==> src/rtl/usb_rx_fifo.sv <==
// usb_rx_fifo: USB full-speed receive path (SYNC hunt, NRZI decode,
// bit unstuffing, EOP detect) feeding a small first-word-fall-through byte FIFO.
//
// Ports:
//   clk, reset      system clock, synchronous active-high reset
//   clk_en          one pulse per bit time from CDR; line sampled only then
//   d_i[1:0]        line state {dp,dm}: J=10, K=01, SE0=00, SE1=11
//   rx_data/rx_last FIFO head byte and its end-of-packet flag
//   rx_valid        FIFO non-empty; pops when rx_valid && rx_ready
//   rx_ready        consumer accepts head byte
//   active          high from SYNC completion until EOP end or abort exit
//   pkt_done        one-clk pulse on error-free EOP; rx_bytes updated with it
//   err/err_code    one-clk error pulse; cause held until next err
//                   (1 STUFF, 2 ALIGN, 3 OVERSIZE, 4 OVERFLOW, 5 SE1, 6 SYNC)
//   MAX_BYTES must fit the 11-bit byte counter (<= 2046).
module usb_rx_fifo #(
  parameter int FIFO_DEPTH  = 4,
  parameter int SYNC_BITS   = 8,
  parameter int MAX_BYTES   = 1026,
  parameter int EOP_SE0_MIN = 1
) (
  input  logic        clk,
  input  logic        reset,
  input  logic        clk_en,
  input  logic [1:0]  d_i,
  output logic [7:0]  rx_data,
  output logic        rx_last,
  output logic        rx_valid,
  input  logic        rx_ready,
  output logic        active,
  output logic        pkt_done,
  output logic [10:0] rx_bytes,
  output logic        err,
  output logic [2:0]  err_code
);

  localparam logic [1:0] LS_SE0 = 2'b00;
  localparam logic [1:0] LS_K   = 2'b01;
  localparam logic [1:0] LS_J   = 2'b10;
  localparam logic [1:0] LS_SE1 = 2'b11;

  localparam int AW = (FIFO_DEPTH > 1) ? $clog2(FIFO_DEPTH) : 1;
  localparam logic [AW:0] DEPTH = (AW+1)'(FIFO_DEPTH);

  localparam logic [4:0]  SYNC_LAST = 5'(SYNC_BITS - 1);
  localparam logic [4:0]  SYNC_ERR  = 5'd4;
  localparam logic [4:0]  SE0_MIN   = 5'(EOP_SE0_MIN);
  localparam logic [4:0]  CNT_SAT   = 5'd31;
  localparam logic [10:0] MAX_CNT   = 11'(MAX_BYTES);

  localparam logic [2:0] E_STUFF    = 3'd1;
  localparam logic [2:0] E_ALIGN    = 3'd2;
  localparam logic [2:0] E_OVERSIZE = 3'd3;
  localparam logic [2:0] E_OVERFLOW = 3'd4;
  localparam logic [2:0] E_SE1      = 3'd5;
  localparam logic [2:0] E_SYNC     = 3'd6;

  typedef enum logic [2:0] {
    S_IDLE,
    S_SYNC,
    S_DATA,
    S_EOP,
    S_ABORT
  } state_t;

  state_t      state, state_d;
  logic [1:0]  prev, prev_d;
  logic [2:0]  ones, ones_d;
  logic [2:0]  bitc, bitc_d;
  logic [7:0]  shreg, shreg_d;
  logic [7:0]  held, held_d;
  logic        held_v, held_v_d;
  logic [10:0] bytes, bytes_d;
  logic [4:0]  cnt, cnt_d;
  logic        active_d;

  logic        se0, se1;
  logic        nrzi_bit;
  logic [7:0]  byte_new;
  logic [1:0]  sync_exp;

  logic        abort, sync_fail, go_active;
  logic        fire_err, fire_done;
  logic [2:0]  code;
  logic        push_req, push_last, push_ok;
  logic        pop, full;

  logic [8:0]    mem [FIFO_DEPTH];
  logic [AW-1:0] rptr, wptr;
  logic [AW:0]   fcnt;

  assign se0      = (d_i == LS_SE0);
  assign se1      = (d_i == LS_SE1);
  assign nrzi_bit = (d_i == prev);
  assign byte_new = {nrzi_bit, shreg[7:1]};
  // Alternating K/J from K, except the final symbol which repeats K.
  assign sync_exp = (cnt == SYNC_LAST) ? LS_K :
                    (cnt[0] ? LS_J : LS_K);

  assign rx_valid = (fcnt != '0);
  assign full     = (fcnt == DEPTH);
  assign pop      = rx_valid && rx_ready;
  assign push_ok  = push_req && (!full || pop);
  assign rx_data  = mem[rptr][7:0];
  assign rx_last  = mem[rptr][8];
  assign fire_err = abort || sync_fail;

  always_ff @(posedge clk) begin
    if (reset) state <= S_IDLE;
    else       state <= state_d;
  end

  always_comb begin
    state_d   = state;
    prev_d    = prev;
    ones_d    = ones;
    bitc_d    = bitc;
    shreg_d   = shreg;
    held_d    = held;
    held_v_d  = held_v;
    bytes_d   = bytes;
    cnt_d     = cnt;
    abort     = 1'b0;
    sync_fail = 1'b0;
    go_active = 1'b0;
    fire_done = 1'b0;
    code      = 3'd0;
    push_req  = 1'b0;
    push_last = 1'b0;
    if (clk_en) begin
      unique case (state)
        S_IDLE: begin
          if (d_i == LS_K) begin
            state_d = S_SYNC;
            cnt_d   = 5'd1;
          end
        end
        S_SYNC: begin
          unique case (1'b1)
            se1: begin
              abort = 1'b1;
              code  = E_SE1;
            end
            (d_i == sync_exp): begin
              if (cnt == SYNC_LAST) begin
                state_d   = S_DATA;
                prev_d    = LS_K;
                ones_d    = 3'd0;
                bitc_d    = 3'd0;
                bytes_d   = 11'd0;
                held_v_d  = 1'b0;
                cnt_d     = 5'd0;
                go_active = 1'b1;
              end else begin
                cnt_d = cnt + 5'd1;
              end
            end
            default: begin
              // A near-complete SYNC that breaks is worth reporting;
              // a short false start is just line noise.
              state_d = S_IDLE;
              cnt_d   = 5'd0;
              if (cnt >= SYNC_ERR) begin
                sync_fail = 1'b1;
                code      = E_SYNC;
              end
            end
          endcase
        end
        S_DATA: begin
          unique case (1'b1)
            se1: begin
              abort = 1'b1;
              code  = E_SE1;
            end
            se0: begin
              if (bitc != 3'd0) begin
                abort = 1'b1;
                code  = E_ALIGN;
              end else begin
                state_d = S_EOP;
                cnt_d   = 5'd1;
              end
            end
            default: begin
              prev_d = d_i;
              if (ones == 3'd6) begin
                // Stuffed position: a 0 is dropped, a 1 is a violation.
                if (nrzi_bit) begin
                  abort = 1'b1;
                  code  = E_STUFF;
                end else begin
                  ones_d = 3'd0;
                end
              end else begin
                ones_d  = nrzi_bit ? ones + 3'd1 : 3'd0;
                shreg_d = byte_new;
                bitc_d  = bitc + 3'd1;
                if (bitc == 3'd7) begin
                  held_d   = byte_new;
                  held_v_d = 1'b1;
                  bytes_d  = bytes + 11'd1;
                  push_req = held_v;
                  if (held_v && full && !pop) begin
                    abort = 1'b1;
                    code  = E_OVERFLOW;
                  end else if (bytes == MAX_CNT) begin
                    abort = 1'b1;
                    code  = E_OVERSIZE;
                  end
                end
              end
            end
          endcase
        end
        S_EOP: begin
          unique case (1'b1)
            se1: begin
              abort = 1'b1;
              code  = E_SE1;
            end
            se0: begin
              if (cnt != CNT_SAT) cnt_d = cnt + 5'd1;
            end
            (d_i == LS_J && cnt >= SE0_MIN): begin
              push_req  = held_v;
              push_last = 1'b1;
              if (held_v && full && !pop) begin
                abort = 1'b1;
                code  = E_OVERFLOW;
              end else begin
                fire_done = 1'b1;
                state_d   = S_IDLE;
                held_v_d  = 1'b0;
                cnt_d     = 5'd0;
              end
            end
            default: begin
              abort = 1'b1;
              code  = E_ALIGN;
            end
          endcase
        end
        S_ABORT: begin
          if (d_i == LS_J) begin
            if (cnt != 5'd0) begin
              state_d = S_IDLE;
              cnt_d   = 5'd0;
            end else begin
              cnt_d = 5'd1;
            end
          end else begin
            cnt_d = 5'd0;
          end
        end
        default: state_d = S_IDLE;
      endcase
      if (abort) begin
        state_d  = S_ABORT;
        cnt_d    = 5'd0;
        held_v_d = 1'b0;
      end
    end
  end

  always_comb begin
    active_d = active;
    if (go_active)              active_d = 1'b1;
    else if (state_d == S_IDLE) active_d = 1'b0;
  end

  always_ff @(posedge clk) begin
    if (reset) begin
      prev     <= LS_J;
      ones     <= 3'd0;
      bitc     <= 3'd0;
      shreg    <= 8'd0;
      held     <= 8'd0;
      held_v   <= 1'b0;
      bytes    <= 11'd0;
      cnt      <= 5'd0;
      active   <= 1'b0;
      err      <= 1'b0;
      err_code <= 3'd0;
      pkt_done <= 1'b0;
      rx_bytes <= 11'd0;
    end else begin
      prev     <= prev_d;
      ones     <= ones_d;
      bitc     <= bitc_d;
      shreg    <= shreg_d;
      held     <= held_d;
      held_v   <= held_v_d;
      bytes    <= bytes_d;
      cnt      <= cnt_d;
      active   <= active_d;
      err      <= fire_err;
      pkt_done <= fire_done;
      if (fire_err)  err_code <= code;
      if (fire_done) rx_bytes <= bytes;
    end
  end

  always_ff @(posedge clk) begin
    if (reset) begin
      rptr <= '0;
      wptr <= '0;
      fcnt <= '0;
      for (int i = 0; i < FIFO_DEPTH; i++) mem[i] <= '0;
    end else begin
      if (push_ok) begin
        mem[wptr] <= {push_last, held};
        wptr      <= wptr + AW'(1);
      end
      if (pop) rptr <= rptr + AW'(1);
      fcnt <= fcnt + {{AW{1'b0}}, push_ok}
                   - {{AW{1'b0}}, pop};
    end
  end

endmodule

==> config.mk <==
export PLATFORM = sky130hd
export DESIGN_NAME = usb_rx_fifo
export DESIGN_NICKNAME = d
export VERILOG_FILES = /design/src/rtl/usb_rx_fifo.sv
export SDC_FILE = /design/constraint.sdc
export NUM_CORES = 1
export LEC_CHECK = 0
export BUFFER_PORTS_ARGS = -buffer_cell sky130_fd_sc_hd__buf_2
export CAP_MARGIN = 10
export CELL_PAD_IN_SITES_DETAIL_PLACEMENT = 0
export CELL_PAD_IN_SITES_GLOBAL_PLACEMENT = 1
export CORE_ASPECT_RATIO = 0.7
export CORE_MARGIN = 2
export CORE_UTILIZATION = 45
export DETAILED_ROUTE_END_ITERATION = 12
export PLACE_DENSITY = 0.72
export SLEW_MARGIN = 15
export SYNTH_ARGS = -nofsm -noshare
export SYNTH_HDL_FRONTEND = slang
export SYNTH_SLANG_ARGS = --single-unit
==> constraint.sdc <==
create_clock -name clk -period 3.4 [get_ports clk]
set_input_delay 0.17 -clock clk [delete_from_list [all_inputs] [get_ports clk]]
set_output_delay 0.17 -clock clk [all_outputs]
set_load 0.01 [all_outputs]
Word-level counts from Yosys, hierarchy flattened --
Memories as Yosys holds them, arrays and structs flattened. A register that Yosys moved wholly into a read port is not among the register bits. Cells that the tools add are included.
Cells by class: add/subtract/negate cells 8, magnitude comparators 2, equality and inequality tests 35, muxes and demuxes 114, bitwise gates (word level) 2, reduce and logical (&&, ||, !) cells 30
Operators by type and width (count):
- 3-bit 2-to-1 mux | 24
- 11-bit 2-to-1 mux | 5
- 1-bit 2-to-1 mux | 48
- 5-bit 2-to-1 mux | 8
- 3-bit != test (second input constant) | 12
- 3-bit one-hot mux with 2 select lines | 5
- 5-bit one-hot mux with 5 select lines | 1
- 11-bit one-hot mux with 2 select lines | 1
- 2-bit 2-to-1 mux | 10
- 5-bit one-hot mux with 2 select lines | 2
- 3-bit one-hot mux with 3 select lines | 2
- 9-bit AND reduction | 2
- 3-bit one-hot mux with 5 select lines | 1
- 3-bit equality test (second input constant) | 4
- 4-bit != test (second input constant) | 3
- 6-bit AND reduction | 2
- 11-bit by 1-bit adder with 11-bit output (second input constant) | 1
- 11-bit equality test (second input constant) | 1
- 2-bit != test (second input constant) | 5
- 5-bit AND reduction | 2
- 9-bit 2-to-1 mux | 1
- 9-bit OR reduction | 1
- 7-bit AND reduction | 1
- 3-bit by 1-bit adder with 3-bit output (second input constant) | 2
- other kinds (29) | 47
Storage, ports and cells: register bits after elaboration 68, memory bits (writable) 36, memories kept 1
Memories:
- mem | words 4, width 9, read ports 1, clocked after memory_dff 1, write ports 4, RTL line 88 | logic [8:0] mem [FIFO_DEPTH];

Depth between registers and ports, before layout --
word-level depth 15, depth in mapped cells 11, depth with buffers taken out 10

Worst setup path before layout --
No wires, ideal clock.
kind flip-flop to flip-flop, start register bitc[0], end memory mem[1][0] (enable), arrival 2.401 ns, required time 3.013 ns, path slack 0.611 ns, cell stages (with the launch flop) 8, path buffers 0, cells stage by stage dfxtp_1 ha_1 ha_1 a21bo_2 or3_4 a211oi_4 nand2_1 o21ai_0
RTL lines:
- start, declared | RTL line 69 | logic [2:0] bitc, bitc_d;
- start signal, assigned | RTL line 290 | bitc <= bitc_d;
- end, declared | RTL line 88

==> reports/qor.csv <==
stage,metric,value,unit
synthesis,post-synth top area cell,dfxtp_1,
cts,postcts setup bufs,0,
cts,CTS H-Tree Depth,3,
route,Iter 0 DRT Violations,293,
synthesis,Synth Register Bits,105,
timing,fin crit period,2.75,ns
setup_path,crit path buf inv count,0,
synthesis,synthesis warning total,0,
synthesis,Post-synth EDFFs,36,
cells_and_area,Final #Nets,584,
timing,actual slew at the worst max-slew pin,0.807,ns
die,core area,11600,um2
synthesis,"Net Count, Synth",554,
setup_path,slowest CP cell,or3_4,
timing,worst clock skew,0.00720,ns
die,Vert. Die Dim,95.3,um
synthesis,Mapped Cells,529,
cts,Root Driver,clkbuf_16,
placed_design,DP Area,5680,um2
cts,clk_lat worst skew,0.34,ns
power_and_ir_drop,Peak VDD IR,297,uV
setup_path,crit path kind,reg -> reg,
timing,Max Clk Rate,0.363,GHz
timing,slew margin rel.,46.2,%
setup_path,Critical Path RT,3.40,ns
run_status,outcome,"complete, no violations",
setup_path,"Data arrival, critical path",2.75,ns
timing,fin crit share,81.0,%
route,Antenna Nets Post-Route,0,
timing,Fin. Hold Viols,0,
timing,unrepaired setup endpoints after global routing,no,
cells_and_area,Final Non-Filler Cells,721,
timing,hold slack,0.168,ns
cells_and_area,share of layout cells above drive strength 1,16.5,%
cells_and_area,"Design Area, Final",5960,um2
synthesis,cell area after synthesis,5350,um2
route,WL per Instance,17.4,um
synthesis,Synth Area per Inst,10.1,um2
min_path,Hold Path Class,in -> reg,
route,first drt pass iteration count,5,
setup_path,Worst Setup End Kind,flip-flop,
cts,TritonCTS clock tree,done,
die,IO Pins,33,
setup_path,crit-path max FO,12,
die,FP Rows,33,
power_and_ir_drop,Leak,2.28,nW
grt,vias in the first global route,3648,
placed_design,Port Buffer Count,32,
die,Initial Util,46.0,%
placed_design,DP HPWL,9.21,mm
synthesis,ys async rst share,0,%
synthesis,"Top FF cell, synth",dfxtp_1,
synthesis,Netlist cell types,81,
cts,maximum buffer depth of the clock tree,2,
cts,cts hold-fix bufs,0,
power_and_ir_drop,Cell Pwr Density,468,nW/um2
synthesis,Yosys top cell area share,25.8,%
synthesis,register area share after synthesis,46.0,%
cts,Post-CTS Resized,0,
cells_and_area,P&R area growth vs syn,11.4,%
cts,TritonCTS Sinks,105,
cts,clk slew on worst S/H paths,0.07,ns
timing,final setup TNS,0,ns
grt,gr ovfl total,0,
setup_path,CP Launch Type,flip-flop,
cts,CTS buffer count,9,
run,# Max-Cap Violations,0,
grt,global-route wire length before repair,19.5,mm
placed_design,placed cell count,705,
setup_path,cell family contributing the most delay on the critical path,simple AND/OR/NAND/NOR gates,
timing,"Slew Viols, Final",0,
setup_path,cell mode on critical path,ha_1,
grt,initial antenna violation count,0,
setup_path,CP peak stage delay,0.43,ns
route,number of remaining DRC errors,0,
placed_design,gpl congestion,0.913,
grt,total global-route track usage,20.1,%
synthesis,Synth area leaders,"dfxtp_1, edfxtp_1, nor2_1",
die,area of the die,12800,um2
timing,Final Setup Violations,0,
die,DIE WIDTH,134,um
route,final wirelength,12.5,mm
timing,fin worst setup slack,0.647,ns
placed_design,pre-CTS setup slack,0.354,ns
route,via/cell ratio,5.61,
cells_and_area,ant diodes,0,
synthesis,synth cell count leaders,"dfxtp_1, nor2_1, edfxtp_1, nand2_1, a21oi_1",
grt,largest net degree at the start of global routing,47,
setup_path,worst path cell trace,ha_1 -> ha_1 -> a21bo_2 -> or3_4 -> a211oi_4 -> nand2_4 -> nor3_4 -> or2_1,
route,via count,4042,
## through the flow
stage,total power [mW],util (%)
floorplan,1.72,-
global placement,1.83,48.8
detailed placement,1.84,48.8
CTS,2.82,51.2
global route,2.91,51.2
finish,2.79,51.2
## power by group
group / total, mW / switching, mW / internal [mW] / leakage [nW]
clock: 0.982 / 0.465 / 0.518 / 0.137
combinational: 0.386 / 0.186 / 0.200 / 1.24
sequential: 1.42 / 0.0721 / 1.35 / 0.898
## layout make-up
| cell class | count | area, um2 |
|---|---|---|
| clock buffer | 10 | 239 |
| clock inverter | 6 | 40.0 |
| fill | 1074 | 5680 |
| inverter | 25 | 93.8 |
| multi-input combinational | 376 | 2700 |
| sequential | 105 | 2460 |
| tap | 157 | 196 |
| timing repair buffer | 42 | 235 |
## registers in the layout, indices dropped and copies added, names as in the netlist, named ones only
register,flops
err_code,3
held,8
err,1
ones,3
mem,36
state,3
cnt,5
active,1
fcnt,3
pkt_done,1
wptr,2
held_v,1
prev,2
bytes,11
shreg,7
bitc,3
rx_bytes,11
rptr,2
## kinds of logic after synthesis
group / count (synthesis) / share of synthesized area (%)
compound gates: 102 / 13.9
buf+inv: 48 / 3.65
simple gates: 209 / 21.5
xor+xnor: 17 / 2.78
fa+ha+maj: 19 / 4.58
flops: 105 / 46.0
mux: 29 / 7.55
## worst reg2reg max path, stage by stage (launching register included)
cell and delay (ns):
dfxtp_1 0.38, ha_1 0.16, ha_1 0.16, a21bo_2 0.25, or3_4 0.43, a211oi_4 0.35, nand2_4 0.14, nor3_4 0.16
or2_1 0.38
## path summary, 6_finish.rpt
path | slack, ns | from | to | cells past startpoint
worst max-delay path | 0.65 | bitc[0] | mem[0][7] | 8
worst min-delay path | 0.17 | reset | rx_bytes[0] | 2
worst max register to register | 0.65 | bitc[0] | mem[0][7] | 8
worst min register to register | 0.46 | err_code[1] | err_code[1] | 2
## layer usage
| metal | share of wire (%) | up-vias | wire length (um) | global-route usage (%) |
|---|---|---|---|---|
| met5 | 0 | - | 0 | 0 |
| met4 | 0.85 | 0 | 106 | 5.61 |
| met3 | 6.6 | 9 | 827 | 4.68 |
| met2 | 40 | 137 | 5050 | 27.8 |
| met1 | 52 | 1935 | 6550 | 31.0 |
| li1 | - | 1961 | - | - |
## layout by cell type (no fill, tap or decap), types with 9 or more instances in the layout
master	netlist	routed
ha_1	18	18
a21oi_1	29	29
and3_1	11	11
nand2_1	36	36
nor2_1	69	69
dfxtp_1	69	69
inv_1	23	23
buf_2	6	32
mux4_2	9	9
edfxtp_1	36	36
and2_1	26	26
mux2i_1	19	19
clkbuf_16	0	9
o21ai_0	12	12
buf_4	0	10
xnor2_1	16	16
nand3_1	10	10
a31oi_1	10	10
Power figures use the tool's default switching activity.
